===== src/rtl/boot_loader.sv =====
// Boot loader: receives a byte stream (header N, N data words, optional checksum),
// writes the words to memory and releases the CPU reset. Optional checksum: BOOT_CHECKSUM_EN.
module boot_loader #(
  parameter logic [31:0] BASE_ADDR = 32'h0000_0000,
  parameter int unsigned MAX_WORDS = 64
) (
  input  logic        clock,
  input  logic        reset,
  input  logic [7:0]  in_data,
  input  logic        in_valid,
  output logic        in_ready,
  output logic [31:0] mem_addr,
  output logic [31:0] mem_wdata,
  output logic        mem_write,
  output logic        cpu_reset,
  output logic        done,
  output logic        error
);

  localparam int IDX_W = $clog2(MAX_WORDS + 1);

  typedef enum logic [2:0] {
    S_HDR,
    S_DATA,
    S_WRITE,
`ifdef BOOT_CHECKSUM_EN
    S_CSUM,
`endif
    S_DONE,
    S_ERR
  } state_t;

  state_t             state;
  state_t             next_state;
  logic [1:0]         byte_cnt;
  logic [23:0]        shift;
  logic [IDX_W-1:0]   n_words;
  logic [IDX_W-1:0]   idx;
  logic               accept;
  logic               last_byte;
  logic [31:0]        word;
`ifdef BOOT_CHECKSUM_EN
  logic [31:0]        sum;
`endif

  // Terminal states and WRITE never take bytes, so ready depends on state alone.
`ifdef BOOT_CHECKSUM_EN
  assign in_ready  = (state == S_HDR) || (state == S_DATA) || (state == S_CSUM);
`else
  assign in_ready  = (state == S_HDR) || (state == S_DATA);
`endif
  assign accept    = in_valid && in_ready;
  assign last_byte = accept && (byte_cnt == 2'd3);
  assign word      = {shift, in_data};

  always_ff @(posedge clock or negedge reset) begin
    if (!reset) state <= S_HDR;
    else        state <= next_state;
  end

  always_comb begin
    next_state = state;
    case (state)
      S_HDR: begin
        if (last_byte)
          next_state = ((word == 32'd0) || (word > 32'(MAX_WORDS))) ? S_ERR : S_DATA;
      end
      S_DATA: begin
        if (last_byte) next_state = S_WRITE;
      end
      S_WRITE: begin
        if ((idx + IDX_W'(1)) < n_words) next_state = S_DATA;
`ifdef BOOT_CHECKSUM_EN
        else                             next_state = S_CSUM;
`else
        else                             next_state = S_DONE;
`endif
      end
`ifdef BOOT_CHECKSUM_EN
      S_CSUM: begin
        if (last_byte) next_state = (word == sum) ? S_DONE : S_ERR;
      end
`endif
      default: next_state = state;
    endcase
  end

  // Status outputs are registered from next_state so they change cleanly with the state.
  always_ff @(posedge clock or negedge reset) begin
    if (!reset) begin
      byte_cnt  <= 2'd0;
      shift     <= 24'd0;
      n_words   <= '0;
      idx       <= '0;
      mem_addr  <= BASE_ADDR;
      mem_wdata <= 32'd0;
      mem_write <= 1'b0;
      cpu_reset <= 1'b1;
      done      <= 1'b0;
      error     <= 1'b0;
`ifdef BOOT_CHECKSUM_EN
      sum       <= 32'd0;
`endif
    end else begin
      if (accept) begin
        shift    <= word[23:0];
        byte_cnt <= byte_cnt + 2'd1;
      end
      if ((state == S_HDR) && last_byte) begin
        n_words <= word[IDX_W-1:0];
        idx     <= '0;
      end
      if ((state == S_DATA) && last_byte) begin
        mem_wdata <= word;
        mem_addr  <= BASE_ADDR + (32'(idx) << 2);
      end
      if (state == S_WRITE) begin
        idx <= idx + IDX_W'(1);
`ifdef BOOT_CHECKSUM_EN
        sum <= sum + mem_wdata;
`endif
      end
      mem_write <= (next_state == S_WRITE);
      done      <= (next_state == S_DONE);
      error     <= (next_state == S_ERR);
      cpu_reset <= (next_state != S_DONE);
    end
  end

endmodule


===== config.mk =====
export PLATFORM = sky130hd
export DESIGN_NAME = boot_loader
export DESIGN_NICKNAME = d
export VERILOG_FILES = /design/src/rtl/boot_loader.sv
export SDC_FILE = /design/constraint.sdc
export NUM_CORES = 1
export LEC_CHECK = 0
export CAP_MARGIN = 40
export CORE_UTILIZATION = 35
export DETAILED_ROUTE_END_ITERATION = 12
export DONT_BUFFER_PORTS = 1
export PLACE_DENSITY_LB_ADDON = 0.3
export REMOVE_ABC_BUFFERS = 1
export SLEW_MARGIN = 10
export SYNTH_ARGS = -nofsm -noshare
export SYNTH_HDL_FRONTEND = slang
export SYNTH_SLANG_ARGS = --single-unit
export TNS_END_PERCENT = 1

===== constraint.sdc =====
create_clock -name clock -period 2.75 [get_ports clock]
set_input_delay 0.1375 -clock clock [delete_from_list [all_inputs] [get_ports clock]]
set_output_delay 0.1375 -clock clock [all_outputs]
set_load 0.01 [all_outputs]

======== After elaboration in Yosys (flattened, before gate mapping) ========
Cells that the tools add are included.
W data, S select, Z words.
operators by class
  $add $sub $neg .......................... 2
  $lt $le $gt $ge ......................... 2
  equality and inequality tests ........... 7
  muxes and demuxes ....................... 7
  reductions and logical operators ........ 9
operators by type and width
  kind                   number
  $gt A32 B7 Y1 const B  1
  $logic_not A32 Y1      1
  $mux W7                2
  $eq A3 B2 Y1 const B   3
  $mux W3                3
  $pmux W3 S3            1
  $add A7 B1 Y7 const B  1
  $lt A7 B7 Y1           1
  $logic_and A1 B1 Y1    4
  $eq A3 B1 Y1 const B   1
  $eq A3 B3 Y1 const B   1
  $logic_not A3 Y1       1
  $ne A3 B2 Y1 const B   1
  $add A2 B1 Y2 const B  1
  $eq A2 B2 Y1 const B   1
  $logic_or A1 B1 Y1     2
  $mux W2                1
  $reduce_bool A2 Y1     1
storage, ports and cells
  register bits after elaboration ......... 86
  bits of input ports ..................... 11
  output and inout bits ................... 69
  word-level logic and storage cells ...... 38

======== Logic depth before layout (Yosys ltp) ========
  word-level depth ........................ 7
  depth in mapped cells ................... 9
  mapped depth without buffers ............ 9

======== Worst setup path before layout ========
No wires, ideal clock.
  path kind ............................... register to register
  start point ............................. reg idx[0]
  end point ............................... reg error
  setup time .............................. 0.094 ns
  arrival time ............................ 1.951 ns
  required time ........................... 2.656 ns
  path slack .............................. 0.705 ns
  cell stages (with the launch flop) ...... 9
  buffers on the path ..................... 0
  period minus slack after synthesis ...... 2.045 ns
  path through ............................ dfrtp_1 -> ha_1 -> nand3_1 -> nor2_1 -> xor2_1 -> ha_1 -> or3_1 -> o32a_1 -> a211oi_1
on the way
  cells in the longest elaborated chain, start to end .. 5
RTL lines
  item                    line  text
  from (decl)             38    logic [IDX_W-1:0] idx;
  from (signal assigned)  118   idx <= idx + IDX_W'(1);
  $add A7 B1 Y7           72    if ((idx + IDX_W'(1)) < n_words) next_state = S_DATA;
  $lt A7 B7 Y1            72
  $mux W2                 72
  $pmux W3 S3             63    case (state)
  net next_state[1]       34    state_t next_state;
  $eq A3 B3 Y1            125   error <= (next_state == S_ERR);
  to (signal assigned)    125
  to (decl)               17    output logic error
The timed path passes the listed nets, and every way through them passes these cells.
A chain may end at the register's enable or synchronous reset.

======== Worst setup path in the final report ========
Same ends and word-level chain as after synthesis.

==> PnR_summary.wiki <==
{| class="wikitable"
! Metric !! Value
|-
| Number of buffer cells added on primary ports || 0
|-
| Ranking of synthesized cells by instance count || dfrtp_1 (85), mux2_2 (67), buf_4 (26)
|-
| Final max-slew violation count || 0
|-
| Crit path DAT || 2.57 ns
|-
| Buf+Inv Stages, Crit Path || 0
|-
| Placeable core region || 10400 um2
|-
| Async set or reset register ratio after synthesis || 100%
|-
| Sort of element at the end of the critical path || flop
|-
| Detailed router's first-iteration violation count || 63
|-
| Worst-margin pin slew || a little under 0.7 ns
|-
| Slew margin rel. || 54.2%
|-
| Filler Cells Inserted || 1014
|-
| Total global routing track utilization || 13.5%
|-
| Routability cong. || about 0.85
|-
| Post-synthesis cell type count || 38
|-
| Std-Cell Rows || 37
|-
| Cells along the critical path || ha_1 -> nand3_1 -> nor2_1 -> xor2_1 -> ha_1 -> nand4_1 -> a211oi_1 -> o32a_1 -> a211oi_1
|-
| Clock buffer count from CTS || 9
|-
| Sinks on Clock Net || 86
|-
| Cell family with most CP delay || compound AO/OA/AOI/OAI gates
|-
| Maximum vdd ir drop || 0.316 mV
|-
| Hold Fails Final Rpt || 0
|-
| Fin Setup TNS || 0 ns
|-
| Final count of negative-setup-slack endpoints || 0
|-
| Max Clock Skew || 0.00708 ns
|-
| Most used standard cell by instance count after synthesis || dfrtp_1
|-
| Final worst path period share || a little over four fifths
|-
| Worst-path cell with the longest stage delay || dfrtp_1
|-
| Die outline area || 11200 um2
|-
| Leakage power || slightly below 0.002 uW
|-
| Yosys top cell by area || dfrtp_1
|-
| Req. time, crit path || around 3 ns
|-
| Overall overflow remaining after global route || 0
|-
| Kind of start point of the critical path || flop
|-
| Vias || between 2000 and 2500
|-
| Largest net degree at the start of global routing || 87
|-
| Type of the most critical hold path || primary input to flop
|-
| Most used DFF post-synth || dfrtp_1
|-
| Count of unresolved DRC violations after routing || 0
|-
| Max Clock Freq || 432 MHz
|-
| Count of nets left with antenna violations after detail routing || 0
|-
| Iteration count of the initial detailed-routing pass || 4
|-
| Clock latency on the worst-skew pair || 0.35 ns
|-
| Post-DR wirelength/cell || between 15 and 20 um
|-
| Proportion of netlist area held by the largest area contributor || 56.2%
|-
| Number of antenna violations at the first check in global routing || 0
|-
| CTS Buffer Depth || 2
|-
| Summed instance area of the synthesized netlist || about 3800 um2
|-
| Net count of the finished layout || 318
|-
| Peak per-stage delay on the critical path || around 0.44 ns
|-
| Synth Register Bits || 86
|-
| Top post-synthesis cells by area || dfrtp_1 (56%), mux2_2 (20%), buf_4 (5.2%), ha_1 (2.6%), o21ai_0 (1.3%)
|-
| Root Driver || clkbuf_8
|-
| CTS clk-pin slew, worst paths || 0.08 ns
|-
| Unrepaired setup endpoints after global routing || false
|-
| Count of flip-flops with a built-in enable after synthesis || 0
|-
| I/O pin total || 80
|-
| MaxCap Viol Count || 0
|-
| Wire length of the first global-routing pass || 11600 um
|-
| Share of cells above drive strength 1 || a little under a third
|-
| Portion of the post-synthesis area used by sequential elements || a little under three fifths
|-
| H-tree depth reported by CTS || 3
|-
| Top fanout value on the critical path || 7
|-
| Width of the chip || between 100 and 150 um
|-
| Final worst path period need || approximately 2.3 ns
|-
| Average cell area after synthesis || approximately 13 um2
|-
| HPWL Detailed || around 4600 um
|-
| Starting Density || 36.4%
|-
| Number of global-route vias before repair || 2177
|-
| Finished Core Util || ~40%
|-
| Cell count after synthesis || about 290
|-
| Post-synthesis to final-layout area growth || 9.75%
|-
| Type of the worst setup path || flop to flop
|-
| Detailed-route vias per instance || approximately 4.9
|-
| Overall die height || ~110 um
|-
| Cell Pwr Density || 824 nW/um2
|-
| Overall routed net length || approximately 7000 um
|-
| Antenna diode instance count || 0
|-
| Yosys warnings || 0
|-
| Status || complete, no violations
|-
| Post-cts gate resize count || 0
|-
| CTS tree || built
|}
==> per-layer routing <==
layer  track usage [%]  up-vias  wire [um]
met3              5.09       13        434
li1                  -      985          -
met5                 0        -          0
met1              17.8     1074       3250
met4              5.75        0        141
met2              19.9       68       3100
==> cells in the final DEF, fill, tap and decap left out, types with 2 or more instances in the layout <==
cell type	instances
xnor2_1	3
nand2_1	11
a211oi_1	3
dfrtp_1	85
buf_4	4
and2_1	3
clkinvlp_4	2
nor3_1	2
o21ai_0	10
mux2_2	67
nor4_2	2
xor2_1	3
clkbuf_8	11
o21bai_1	2
dlygate4sd3_1	9
conb_1	25
nand2b_1	3
inv_1	9
nand4_1	3
nor3b_1	2
nand3_1	5
nor4_1	6
nor2_1	7
ha_1	8
==> power by group <==
group / internal [uW] / total [uW] / leakage [uW] / switching, uW
clock: 473 / 921 / 0.0000992 / 448
sequential: 1550 / 1820 / 0.00112 / 271
combinational: 367 / 680 / 0.000765 / 314
==> worst reg2reg max path, delay by kind of cell (launching register included) <==
kind / cells / cell delay [ns]
compound gates: 3 / 0.65
fa+ha+maj: 2 / 0.52
flops: 1 / 0.44
simple gates: 3 / 0.41
xor+xnor: 1 / 0.20
==> sequential cells by signal, indices dropped and copies added (netlist names) <==
| register | flops |
|---|---|
| n_words | 7 |
| shift | 24 |
| mem_wdata | 32 |
| byte_cnt | 2 |
| error | 1 |
| state | 3 |
| idx | 7 |
| mem_addr | 7 |
| cpu_reset | 1 |
| done | 1 |
| mem_write | 1 |
==> per-stage QoR <==
stage	cell area (um2)	cells	power [uW]	setup WS, ns	hold WS [ns]
final	4160	440	3430	0.433	0.158
after global routing	4160	440	3650	0.217	0.150
after CTS	4160	440	3480	0.407	0.140
after detailed placement	3830	414	2500	0.431	-0.156
after global placement	3830	414	2480	0.591	-0.156
after floorplan	3630	274	2290	0.106	-0.158
==> path summary, 6_finish.rpt <==
| check | end | cells past startpoint | slack [ns] | from |
|---|---|---|---|---|
| min | state[2] | 3 | 0.16 | in_data[6] |
| max in group asynchronous | cpu_reset | 2 | 2.02 | reset |
| min in group asynchronous | mem_addr[2] | 2 | 0.36 | reset |
| max | error | 9 | 0.43 | idx[0] |
| min reg2reg | byte_cnt[0] | 1 | 0.49 | byte_cnt[0] |
| max reg2reg | error | 9 | 0.43 | idx[0] |
==> final cells by class <==
type | instances | area, um2 | share of cell area, %
flip-flops and latches | 86 | 2150 | 51.8
multi-input cells | 179 | 1440 | 34.7
well taps | 136 | 170 | 4.09
clock buffers | 12 | 155 | 3.73
repair buffers | 14 | 148 | 3.55
clock inverters | 4 | 53.8 | 1.29
inverters | 9 | 33.8 | 0.813
==> cell families after synthesis <==
| logic type | count (synthesis) | share of synthesized area [%] |
|---|---|---|
| XOR/XNOR | 6 | 1.39 |
| adder cells (fa/ha/maj) | 8 | 2.64 |
| AND/OR/NAND/NOR | 49 | 7.24 |
| other | 1 | 0.0990 |
| flip-flops | 86 | 56.9 |
| AO/OA/AOI/OAI | 23 | 4.16 |
| buffers and inverters | 46 | 7.43 |
| multiplexers | 68 | 20.2 |
==> what timing repair did <==
action,CTS,global route
endpoints found under the setup margin,0,0
hold buffers,10,0
buffers inserted,0,0
endpoints found under the hold margin,109,0
No activity file was read; power rests on OpenSTA's default activity.
